<file path="src/rtl/wb_pkg.sv">
// wb_pkg: shared types and constants for the writeback arbiter slice.
//   DATA_W / ADDR_W : register width and register address width
//   PC_REG_ADDR     : r15 is PC-mapped and read-only, so writes to it are dropped
//   wb_req_t        : one pending register write (destination + value)
//   wb_src_t        : which producer is selected for the write port this cycle
package wb_pkg;

  localparam int DATA_W = 16;
  localparam int ADDR_W = 4;
  localparam logic [ADDR_W-1:0] PC_REG_ADDR = 4'd15;

  typedef struct packed {
    logic [ADDR_W-1:0] addr;
    logic [DATA_W-1:0] data;
  } wb_req_t;

  typedef enum logic [1:0] {
    SRC_NONE,
    SRC_MEM,
    SRC_FIFO,
    SRC_ALU
  } wb_src_t;

endpackage

</file>
<file path="src/rtl/wb_fifo.sv">
// wb_fifo: synchronous FIFO of wb_req_t holding ALU results that lost
// arbitration to the load unit.
//   clk, reset    : clock, synchronous active-high reset (empties the FIFO)
//   push/push_req : write one entry at the tail
//   pop/head      : head entry (valid when count != 0), removed on pop
//   count         : current occupancy, 0..DEPTH
//   entry_valid   : per-slot valid, slot 0 = oldest (head), slot DEPTH-1 = youngest
//   entry_addr    : per-slot destination register, same ordering
//   entry_data    : per-slot data, same ordering (only with WB_BYPASS_EN)
// Optional macro: WB_BYPASS_EN adds the entry_data scan output.
// The caller guarantees no push when full and no pop when empty.
module wb_fifo
  import wb_pkg::*;
#(
  parameter int DEPTH = 4
) (
  input  logic                            clk,
  input  logic                            reset,
  input  logic                            push,
  input  wb_req_t                         push_req,
  input  logic                            pop,
  output wb_req_t                         head,
  output logic [$clog2(DEPTH):0]          count,
  output logic [DEPTH-1:0]                entry_valid,
  output logic [DEPTH-1:0][ADDR_W-1:0]    entry_addr
`ifdef WB_BYPASS_EN
  ,
  output logic [DEPTH-1:0][DATA_W-1:0]    entry_data
`endif
);

  localparam int PTR_W = $clog2(DEPTH);
  localparam int CNT_W = PTR_W + 1;

  wb_req_t           mem [DEPTH];
  logic [PTR_W-1:0]  rd_ptr;
  logic [PTR_W-1:0]  wr_ptr;

  // Pointers are plain binary counters; DEPTH is a power of two so they
  // wrap naturally. Resetting them is what discards the stored entries.
  always_ff @(posedge clk) begin
    if (reset) begin
      rd_ptr <= '0;
      wr_ptr <= '0;
      count  <= '0;
    end else begin
      if (push) begin
        wr_ptr <= wr_ptr + 1'b1;
      end
      if (pop) begin
        rd_ptr <= rd_ptr + 1'b1;
      end
      unique case ({push, pop})
        2'b10:   count <= count + 1'b1;
        2'b01:   count <= count - 1'b1;
        default: count <= count;
      endcase
    end
  end

  // Storage has no reset; validity is tracked purely by the pointers.
  always_ff @(posedge clk) begin
    if (push) begin
      mem[wr_ptr] <= push_req;
    end
  end

  assign head = mem[rd_ptr];

  // Present entries in age order (oldest first) so consumers can pick the
  // youngest match by scanning upward without knowing the pointers.
  always_comb begin
    entry_valid = '0;
    entry_addr  = '0;
`ifdef WB_BYPASS_EN
    entry_data  = '0;
`endif
    for (int k = 0; k < DEPTH; k++) begin
      entry_valid[k] = (CNT_W'(k) < count);
      entry_addr[k]  = mem[rd_ptr + PTR_W'(k)].addr;
`ifdef WB_BYPASS_EN
      entry_data[k]  = mem[rd_ptr + PTR_W'(k)].data;
`endif
    end
  end

endmodule

</file>
<file path="src/rtl/wb_arbiter.sv">
// wb_arbiter: writeback stage in front of the 16-entry register file. Merges
// the ALU (backpressured) and the load unit (never stalled, always wins) onto
// one registered write port. ALU results that lose are queued in wb_fifo.
//   clk, reset                       : clock, synchronous active-high reset
//   alu_valid/alu_addr/alu_data      : ALU result; accepted when alu_ready
//   alu_ready                        : FIFO has room (registered count only)
//   mem_valid/mem_addr/mem_data      : load result, always accepted
//   wr_en/wr_addr/wr_data            : registered regfile write port
//   busy                             : bit i set while a write to ri is pending
//   fifo_cnt                         : ALU holding-FIFO occupancy
//   byp_addr/byp_hit/byp_data        : combinational forwarding (WB_BYPASS_EN)
// Optional macro: WB_BYPASS_EN adds the bypass ports and their lookup logic.
// DATA_W/ADDR_W must match wb_pkg, since the queued request type comes from it.
module wb_arbiter
  import wb_pkg::*;
#(
  parameter int DATA_W     = wb_pkg::DATA_W,
  parameter int ADDR_W     = wb_pkg::ADDR_W,
  parameter int FIFO_DEPTH = 4
) (
  input  logic                          clk,
  input  logic                          reset,
  input  logic                          alu_valid,
  input  logic [ADDR_W-1:0]             alu_addr,
  input  logic [DATA_W-1:0]             alu_data,
  output logic                          alu_ready,
  input  logic                          mem_valid,
  input  logic [ADDR_W-1:0]             mem_addr,
  input  logic [DATA_W-1:0]             mem_data,
  output logic                          wr_en,
  output logic [ADDR_W-1:0]             wr_addr,
  output logic [DATA_W-1:0]             wr_data,
  output logic [15:0]                   busy,
  output logic [$clog2(FIFO_DEPTH):0]   fifo_cnt
`ifdef WB_BYPASS_EN
  ,
  input  logic [ADDR_W-1:0]             byp_addr,
  output logic                          byp_hit,
  output logic [DATA_W-1:0]             byp_data
`endif
);

  localparam int CNT_W = $clog2(FIFO_DEPTH) + 1;

  wb_src_t                              src;
  wb_req_t                              sel_req;
  wb_req_t                              alu_req;
  wb_req_t                              fifo_head;
  logic                                 alu_accept;
  logic                                 fifo_push;
  logic                                 fifo_pop;
  logic                                 fifo_empty;
  logic [FIFO_DEPTH-1:0]                entry_valid;
  logic [FIFO_DEPTH-1:0][ADDR_W-1:0]    entry_addr;
`ifdef WB_BYPASS_EN
  logic [FIFO_DEPTH-1:0][DATA_W-1:0]    entry_data;
`endif

  // Ready looks only at the registered count: a pop this cycle does not
  // make room for a push this cycle, keeping ready off the selection path.
  assign alu_ready  = !reset && (fifo_cnt < CNT_W'(FIFO_DEPTH));
  assign alu_accept = alu_valid && alu_ready;
  assign fifo_empty = (fifo_cnt == '0);
  assign alu_req    = '{addr: alu_addr, data: alu_data};

  // Source priority: load, then oldest queued ALU result, then cut-through.
  // Whenever something else owns the port, an accepted ALU result queues
  // behind the existing entries so ALU order is never broken.
  always_comb begin
    src       = SRC_NONE;
    sel_req   = '0;
    fifo_push = 1'b0;
    fifo_pop  = 1'b0;
    if (mem_valid) begin
      src       = SRC_MEM;
      sel_req   = '{addr: mem_addr, data: mem_data};
      fifo_push = alu_accept;
    end else if (!fifo_empty) begin
      src       = SRC_FIFO;
      sel_req   = fifo_head;
      fifo_pop  = 1'b1;
      fifo_push = alu_accept;
    end else if (alu_accept) begin
      src       = SRC_ALU;
      sel_req   = alu_req;
    end
  end

  wb_fifo #(
    .DEPTH       (FIFO_DEPTH)
  ) u_fifo (
    .clk         (clk),
    .reset       (reset),
    .push        (fifo_push),
    .push_req    (alu_req),
    .pop         (fifo_pop),
    .head        (fifo_head),
    .count       (fifo_cnt),
    .entry_valid (entry_valid),
    .entry_addr  (entry_addr)
`ifdef WB_BYPASS_EN
    ,
    .entry_data  (entry_data)
`endif
  );

  // Output register. A selected r15 write still consumes its slot but is
  // not enabled, so the PC-mapped register is never written.
  always_ff @(posedge clk) begin
    if (reset) begin
      wr_en   <= 1'b0;
      wr_addr <= '0;
      wr_data <= '0;
    end else begin
      wr_en <= (src != SRC_NONE) && (sel_req.addr != PC_REG_ADDR);
      if (src != SRC_NONE) begin
        wr_addr <= sel_req.addr;
        wr_data <= sel_req.data;
      end
    end
  end

  // Pending-write scoreboard. Queued r15 entries never become writes, so
  // bit 15 is forced low.
  always_comb begin
    busy = '0;
    for (int k = 0; k < FIFO_DEPTH; k++) begin
      if (entry_valid[k]) begin
        busy[entry_addr[k]] = 1'b1;
      end
    end
    if (wr_en) begin
      busy[wr_addr] = 1'b1;
    end
    busy[PC_REG_ADDR] = 1'b0;
  end

`ifdef WB_BYPASS_EN
  // Forwarding lookup. The output register is older than anything in the
  // FIFO, and FIFO slots are scanned oldest to youngest, so the last match
  // written wins and is the youngest value.
  always_comb begin
    byp_hit  = 1'b0;
    byp_data = '0;
    if (wr_en && (wr_addr == byp_addr)) begin
      byp_hit  = 1'b1;
      byp_data = wr_data;
    end
    for (int k = 0; k < FIFO_DEPTH; k++) begin
      if (entry_valid[k] && (entry_addr[k] == byp_addr)) begin
        byp_hit  = 1'b1;
        byp_data = entry_data[k];
      end
    end
    if (byp_addr == PC_REG_ADDR) begin
      byp_hit  = 1'b0;
      byp_data = '0;
    end
  end
`endif

endmodule

</file>
<file path="config.mk">
export PLATFORM = sky130hd
export DESIGN_NAME = wb_arbiter
export DESIGN_NICKNAME = d
export VERILOG_FILES = /design/src/rtl/wb_pkg.sv /design/src/rtl/wb_fifo.sv /design/src/rtl/wb_arbiter.sv
export SDC_FILE = /design/constraint.sdc
export NUM_CORES = 1
export LEC_CHECK = 0
export BUFFER_PORTS_ARGS = -buffer_cell sky130_fd_sc_hd__buf_2
export CORE_ASPECT_RATIO = 0.8
export CORE_UTILIZATION = 54
export DETAILED_ROUTE_END_ITERATION = 7
export HOLD_SLACK_MARGIN = 0.15
export PLACE_DENSITY_LB_ADDON = 0.1
export SYNTH_ARGS = -nofsm -noshare
export SYNTH_HDL_FRONTEND = slang
export SYNTH_SLANG_ARGS = --single-unit
</file>
<file path="constraint.sdc">
create_clock -name clk -period 2.7 [get_ports clk]
set_input_delay 0.54 -clock clk [delete_from_list [all_inputs] [get_ports clk]]
set_output_delay 0.54 -clock clk [all_outputs]
set_load 0.01 [all_outputs]
</file>
* After elaboration in Yosys (flattened, before gate mapping)
Memory sizes are Yosys's and may differ from the RTL's. A register that Yosys moved wholly into a read port is not among the register bits.
Cells that the tools add are included.
Widths: inputs -> output; s select.
** Word-level totals
- Register bits :: 28
- Bits in latches :: 0
- Bits in writable memories :: 80
- ROM bits :: 0
- Bits of input ports :: 44
- Output and inout bits :: 41
- Logic and storage cells :: 77
- Memories :: 1
** Memory list
- u_fifo.mem :: words 4, width 20, rd ports 4, clocked after memory_dff 1, wr ports 1, line wb_fifo.sv:35 : wb_req_t mem [DEPTH];
** Operators by class
- $add $sub $neg :: 6
- Multiply operators :: 0
- Div/mod/pow operators :: 0
- Magnitude comparators :: 15
- Equality and inequality tests :: 3
- Shift-type cells :: 0
- Mux-type cells :: 30
- Bitwise logic cells :: 4
- Reductions and logical operators :: 12
** Operator list (number)
- $mux 15 :: 5
- $mux 20 :: 3
- $or 15x15->15 :: 4
- $lt 4x5->1 const B :: 5
- $demux 1 s4 :: 5
- $ge 4x1->1 const B :: 5
- $mux 1 :: 11
- $mux 2 :: 5
- $logic_and 1x1->1 :: 8
- $lt 1x3->1 const A :: 2
- $lt 2x3->1 const A :: 2
- $pmux 3 s2 :: 1
- $add 2x1->2 const B :: 2
- $add 2x2->2 const B :: 2
- $ne 4x4->1 const B :: 1
- $reduce_bool 2->1 :: 2
- $add 3x1->3 const B :: 1
- $logic_not 3->1 :: 1
- $lt 3x3->1 const B :: 1
- $sub 3x1->3 const B :: 1
- $eq 2x1->1 const B :: 1
- $eq 2x2->1 const B :: 1
- $logic_not 1->1 :: 1

* Longest topological paths before layout
An unclocked memory read counts as a cell.
- Word-level depth :: 14
- Gate-level depth with buffers :: 10
- Mapped depth without buffers :: 9

* Modules after synthesis
From an unflattened synthesis, not the netlist that was laid out.
** Unflattened totals
- Cell total of the unflattened synthesis :: 421
- Area total of the unflattened synthesis :: 5545.3 um^2
** By module, submodules not included
- wb_fifo :: instances 1, cells each 174, area an instance 3726.1 um^2, seq. area each 2582.5 um^2
- wb_arbiter :: instances 1, cells each 247, area an instance 1819.2 um^2, seq. area each 420.4 um^2

* Least setup slack after synthesis
Ideal clock, no wire load.
- Kind :: register -> register
- Start :: register u_fifo.count[0]
- End :: register u_fifo.count[2]
- Library setup time :: 0.071 ns
- Arrival :: 2.233 ns
- Required time :: 2.629 ns
- Slack :: 0.396 ns
- Stages on the path, launching flop included :: 10
- Path buffers :: 1
- Clock period less this slack :: 2.304 ns
- Path through :: dfxtp_1 inv_1 ha_1 nor2b_1 buf_2 a21boi_2 inv_1 ha_1 or3_1 a21oi_1
** Between the ends
- Cells in the longest elaborated chain, start to end :: 7
- Elaborated cells on any way between the ends :: 14
- Those cells by class :: add/sub (2); order compare (1); eq/ne (2); mux (5); reduce/logical (4)
** Ends and longest elaborated chain
- start: declaration :: line wb_fifo.sv:23 : output logic [$clog2(DEPTH):0] count,
- start signal: assignment :: line wb_fifo.sv:54 : 2'b10: count <= count + 1'b1;
- start signal: assignment :: line wb_fifo.sv:55 : 2'b01: count <= count - 1'b1;
- start signal: assignment :: line wb_fifo.sv:56 : default: count <= count;
- $lt 3x3->1 :: line wb_arbiter.sv:61 : assign alu_ready = !reset && (fifo_cnt < CNT_W'(FIFO_DEPTH));
- $logic_and 1x1->1 :: line wb_arbiter.sv:61
- $logic_and 1x1->1 :: line wb_arbiter.sv:62 : assign alu_accept = alu_valid && alu_ready;
- $mux 1 :: line wb_arbiter.sv:78 : end else if (!fifo_empty) begin
- $mux 1 :: line wb_arbiter.sv:74 : if (mem_valid) begin
- $eq 2x1->1 or $eq 2x2->1 (tied branches) :: line wb_fifo.sv:53 : unique case ({push, pop})
- $pmux 3 s2 or $reduce_bool 2->1 (tied branches)
Parallel ways exist; a longest one is shown, timed or not.
A chain may end at the register's enable or synchronous reset.

* Final worst setup path
- Start :: register u_fifo.rd_ptr[1]
- End :: output port busy[10]
** Between the ends
- Cells in the longest elaborated chain, start to end :: 14
- Elaborated cells on any way between the ends :: 27
- Those cells by class :: add/sub (3); order compare (6); mux (10); bitwise (4); reduce/logical (3); memory (1)
** Ends and longest elaborated chain
- start: declaration :: line wb_fifo.sv:36 : logic [PTR_W-1:0] rd_ptr;
- start signal: assignment :: line wb_fifo.sv:51 : rd_ptr <= rd_ptr + 1'b1;
- $add 2x1->2 :: line wb_fifo.sv:80 : entry_addr[k] = mem[rd_ptr + PTR_W'(k)].addr;
- $mem_v2 4x20 (*)
- $lt 4x5->1 (implied by the code) or $ge 4x1->1 (tied branches) :: line wb_arbiter.sv:129 : busy[entry_addr[k]] = 1'b1;
- $logic_and 1x1->1 (implied by the code) :: line wb_arbiter.sv:129
- $mux 1 (implied by the code) :: line wb_arbiter.sv:129
- $demux 1 s4 :: line wb_arbiter.sv:129
- $or 15x15->15 (no line)
- $mux 15 :: line wb_arbiter.sv:128 : if (entry_valid[k]) begin
- $or 15x15->15 (no line)
- $mux 15 :: line wb_arbiter.sv:128
- $or 15x15->15 (no line)
- $mux 15 (*) :: line wb_arbiter.sv:128
- $or 15x15->15 (no line)
- $mux 15 (*) :: line wb_arbiter.sv:132 : if (wr_en) begin
- end: declaration :: line wb_arbiter.sv:33 : output logic [15:0] busy,
Mark *: on every way between the ends. The rest lies on a longest branch, timed or not.

==> results by group <==
Status
  • Run status: finished, violations left
  • Failing checks: negative setup slack

GRT
  • Initial antenna violation count: 0
  • Largest net degree at the start of global routing: 31
  • GR Util All Layers: 29.09%
  • Global-route wire length before repair: 24780 µm
  • Grt ovf: 0
  • Vias in the first global route: 4579

Clock tree
  • Register clock-pin slew on the reported worst setup and hold paths: 0.07 ns
  • H-tree depth: 3
  • Hold buffers post-CTS: 0
  • Clock Latency Late Sink: 0.35 ns
  • Max clock buf depth: 2
  • TritonCTS Sinks: 110
  • CTS buffer count: 9
  • TritonCTS clock tree: built
  • Root buf cell: clkbuf_16

Cells and area
  • Layout cells sized above 1: 37.76%
  • Ant. Diodes: 0
  • Multi-input gate area: 2811 µm²
  • FF+latch area: 3027 µm²
  • Most common cell after layout, fill and taps aside: buf_2
  • Finished Layout Cells: 765
  • Layout fillers: 763
  • Final nets: 674
  • Leading cell types in the layout, fill and taps excluded: buf_2, edfxtp_1, buf_4
  • Area grow syn2layout: 22.33%

Placed design
  • Port bufs: 83
  • DPL Wire Length: 11460 µm
  • GPL Wtd Cong: 0.8781
  • Placed insts: 736
  • Setup WS pre-CTS: 0.1826 ns

Yosys
  • Synthesized area per cell: 11.92 µm²
  • Mux contribution to synthesized area: 14.70%
  • Warning count from the yosys run: 0
  • Cell area after synthesis: 5949 µm²
  • Top cells by area, synth: edfxtp_1, mux4_2, dfxtp_1
  • Post-Synth XOR/XNOR Area: 0.7361%
  • Top cell type by total area after synthesis: edfxtp_1
  • Post-Synthesis Cells: 499
  • Seq cells post-synth: 110
  • Synth Area in Adders: 1.893%
  • Largest family of logic cells by synthesized area: multiplexers
  • Post-Synth Simple-Gate Area: 14.43%
  • Yosys cell types: 60
  • Main synth FF type: edfxtp_1
  • Sequential fraction of the synthesis area: 50.47%
  • Synth async-reset ratio: 0%
  • Number of synthesized flops with an enable pin: 80
  • Post-synthesis compound-gate area fraction: 13.35%
  • Syn nets: 552
  • Share of the synthesized area in the top cell type: 40.38%

Routing
  • Drt pass-1 iters: 7
  • Routed WL: 16110 µm
  • First DRT Iteration DRCs: 520
  • Post-DRT Antenna Nets: 0
  • DRC viols: 0
  • Vias: 4794
  • Vias per Instance: 6.267
  • Wirelength per Cell: 21.06 µm

Critical path
  • Crit path buffers/inverters: 2
  • Slowest cell on the critical path: mux4_2
  • Required time of the critical path: 2.16 ns
  • Critical path peak fanout: 5
  • Crit-path max cell delay: 0.57 ns
  • CP endpoint kind: primary output
  • CP arrival: 2.22 ns
  • WS Path Type: flip-flop to primary output
  • CP top delay family: simple AND/OR/NAND/NOR gates
  • Startpoint Class: flip-flop
  • CP cell instances: buf_12 -> mux4_2 -> or3_4 -> nor2_2 -> a31oi_1 -> nand4_1 -> buf_2

STA
  • Final min period: 2.764 ns
  • Final Max Slew Viols: 0
  • Setup-failing EPs final: 9
  • WHS: 0.4151 ns
  • Setup ws final: -0.06353 ns
  • Slew headroom: 60.63%
  • Clock Skew: 0.009245 ns
  • Final worst path period share: 102.4%
  • Setup TNS: -0.2963 ns
  • Fmax achieved: 361.9 MHz
  • Final Hold Fails: 0
  • RSZ-0062 raised after global routing: yes
  • Worst-margin pin slew: 0.5860 ns

Power and ir drop
  • Pwr/cell area: 845.5 nW/µm²
  • Comb power frac: 44.0%
  • Clock power frac: 20.3%
  • Seq pwr share: 35.7%
  • Leakage: 2.702 nW
  • Switching Fraction: 37.54%
  • Maximum VDD drop: 522.4 µV
  • Psw: 2.310 mW
  • Int Power: 3.844 mW

Hold path
  • Hold Crit Class: input port to flip-flop

Flow run
  • Maxcap violations: 0

Die
  • Core area: 10490 µm²
  • Die Y: 95.88 µm
  • IO Pins: 85
  • Initial Util: 56.73%
  • Die X: 119.4 µm
  • Die ar.: 11440 µm²
  • Row cnt: 33
==> worst reg2reg max path, stage by stage, from the launching register on <==
cell,delay [ns]
dfxtp_2,0.43
inv_1,0.09
ha_1,0.24
nor2b_2,0.19
a21boi_2,0.20
buf_4,0.17
and2_1,0.31
buf_4,0.26
==> registers in the layout (all words and copies together), names as in the netlist, named ones only <==
register / flops
u_fifo.mem: 80
wr_addr: 4
u_fifo.wr_ptr: 2
wr_en: 1
wr_data: 16
u_fifo.count: 3
u_fifo.rd_ptr: 2
==> final timing paths <==
check                                      start           endpoint  slack [ns]  depth (start not counted)
worst max-delay path            u_fifo.rd_ptr[1]           busy[10]       -0.06                          7
worst min-delay path                 mem_data[1]         wr_data[1]        0.42                          3
worst max register to register   u_fifo.count[0]  u_fifo.mem[3][19]        0.51                          7
worst min register to register        wr_data[7]         wr_data[7]        0.51                          2
==> repair_timing <==
item / in CTS / in global routing
gates resized for setup: 24 / 26
setup endpoints to repair: 15 / 15
pin swaps: 9 / 19
setup buffers: 8 / 6
gates cloned: 0 / 1
==> cells by family (layout without fill, tap and decap cells) <==
group,Yosys count,after routing
adder cells (fa/ha/maj),9,9
other,1,1
flip-flops,110,110
AO/OA/AOI/OAI,110,110
buffers and inverters,45,171
AND/OR/NAND/NOR,169,169
XOR/XNOR,5,5
multiplexers,50,50
==> area by class of cell <==
| type | count | area share [%] |
|---|---|---|
| flip-flops and latches | 110 | 41.58 |
| multi-input cells | 344 | 38.63 |
| repair buffers | 142 | 12.76 |
| clock buffers | 9 | 3.094 |
| well taps | 140 | 2.407 |
| clock inverters | 6 | 0.8080 |
| inverters | 14 | 0.7220 |
==> per-stage QoR <==
| stage | power [mW] | cell area [µm²] | util, % |
|---|---|---|---|
| floorplan | 3.882 | 5949 | - |
| global placement | 4.667 | 6713 | 64.01 |
| detailed placement | 4.695 | 6713 | 64.01 |
| CTS | 6.012 | 7123 | 67.92 |
| global route | 6.487 | 7278 | 69.40 |
| finish | 6.154 | 7278 | 69.40 |
==> synthesized netlist by cell type (3+ instances only) <==
cell type,count
edfxtp_1,80
nand3_1,20
buf_4,5
ha_1,9
xor2_1,3
nand2_1,28
mux2i_1,15
buf_6,7
or3_1,5
mux4_2,28
a22oi_1,14
a32oi_1,5
nor2_1,49
nor3_1,15
a222oi_1,3
dfxtp_1,30
o21a_1,3
nor2b_1,11
o22ai_1,10
clkbuf_1,11
a21oi_1,21
and2_1,15
buf_2,6
o21ai_0,4
inv_1,14
o211ai_1,5
mux2_2,5
a211oi_1,19
nor3b_1,9
a31oi_1,9
nand2b_1,4
==> power groups by stage <==
| stage | registers, mW | logic [mW] | clock network, mW |
|---|---|---|---|
| after global placement | 2.20 | 2.47 | 0 |
| after floorplan | 2.17 | 1.71 | 0 |
| after global routing | 2.22 | 2.93 | 1.33 |
| final | 2.20 | 2.71 | 1.25 |
| after detailed placement | 2.21 | 2.48 | 0 |
| after CTS | 2.18 | 2.56 | 1.27 |
==> per-layer routing <==
layer / routed length (µm) / share of wire, % / GRT usage (%)
met5: 0 / 0 / 0
met4: 197 / 1.2 / 8.125
met3: 1394 / 8.7 / 6.517
met2: 7021 / 44 / 43.51
met1: 7499 / 47 / 42.79
No activity file was read; power rests on OpenSTA's default activity.
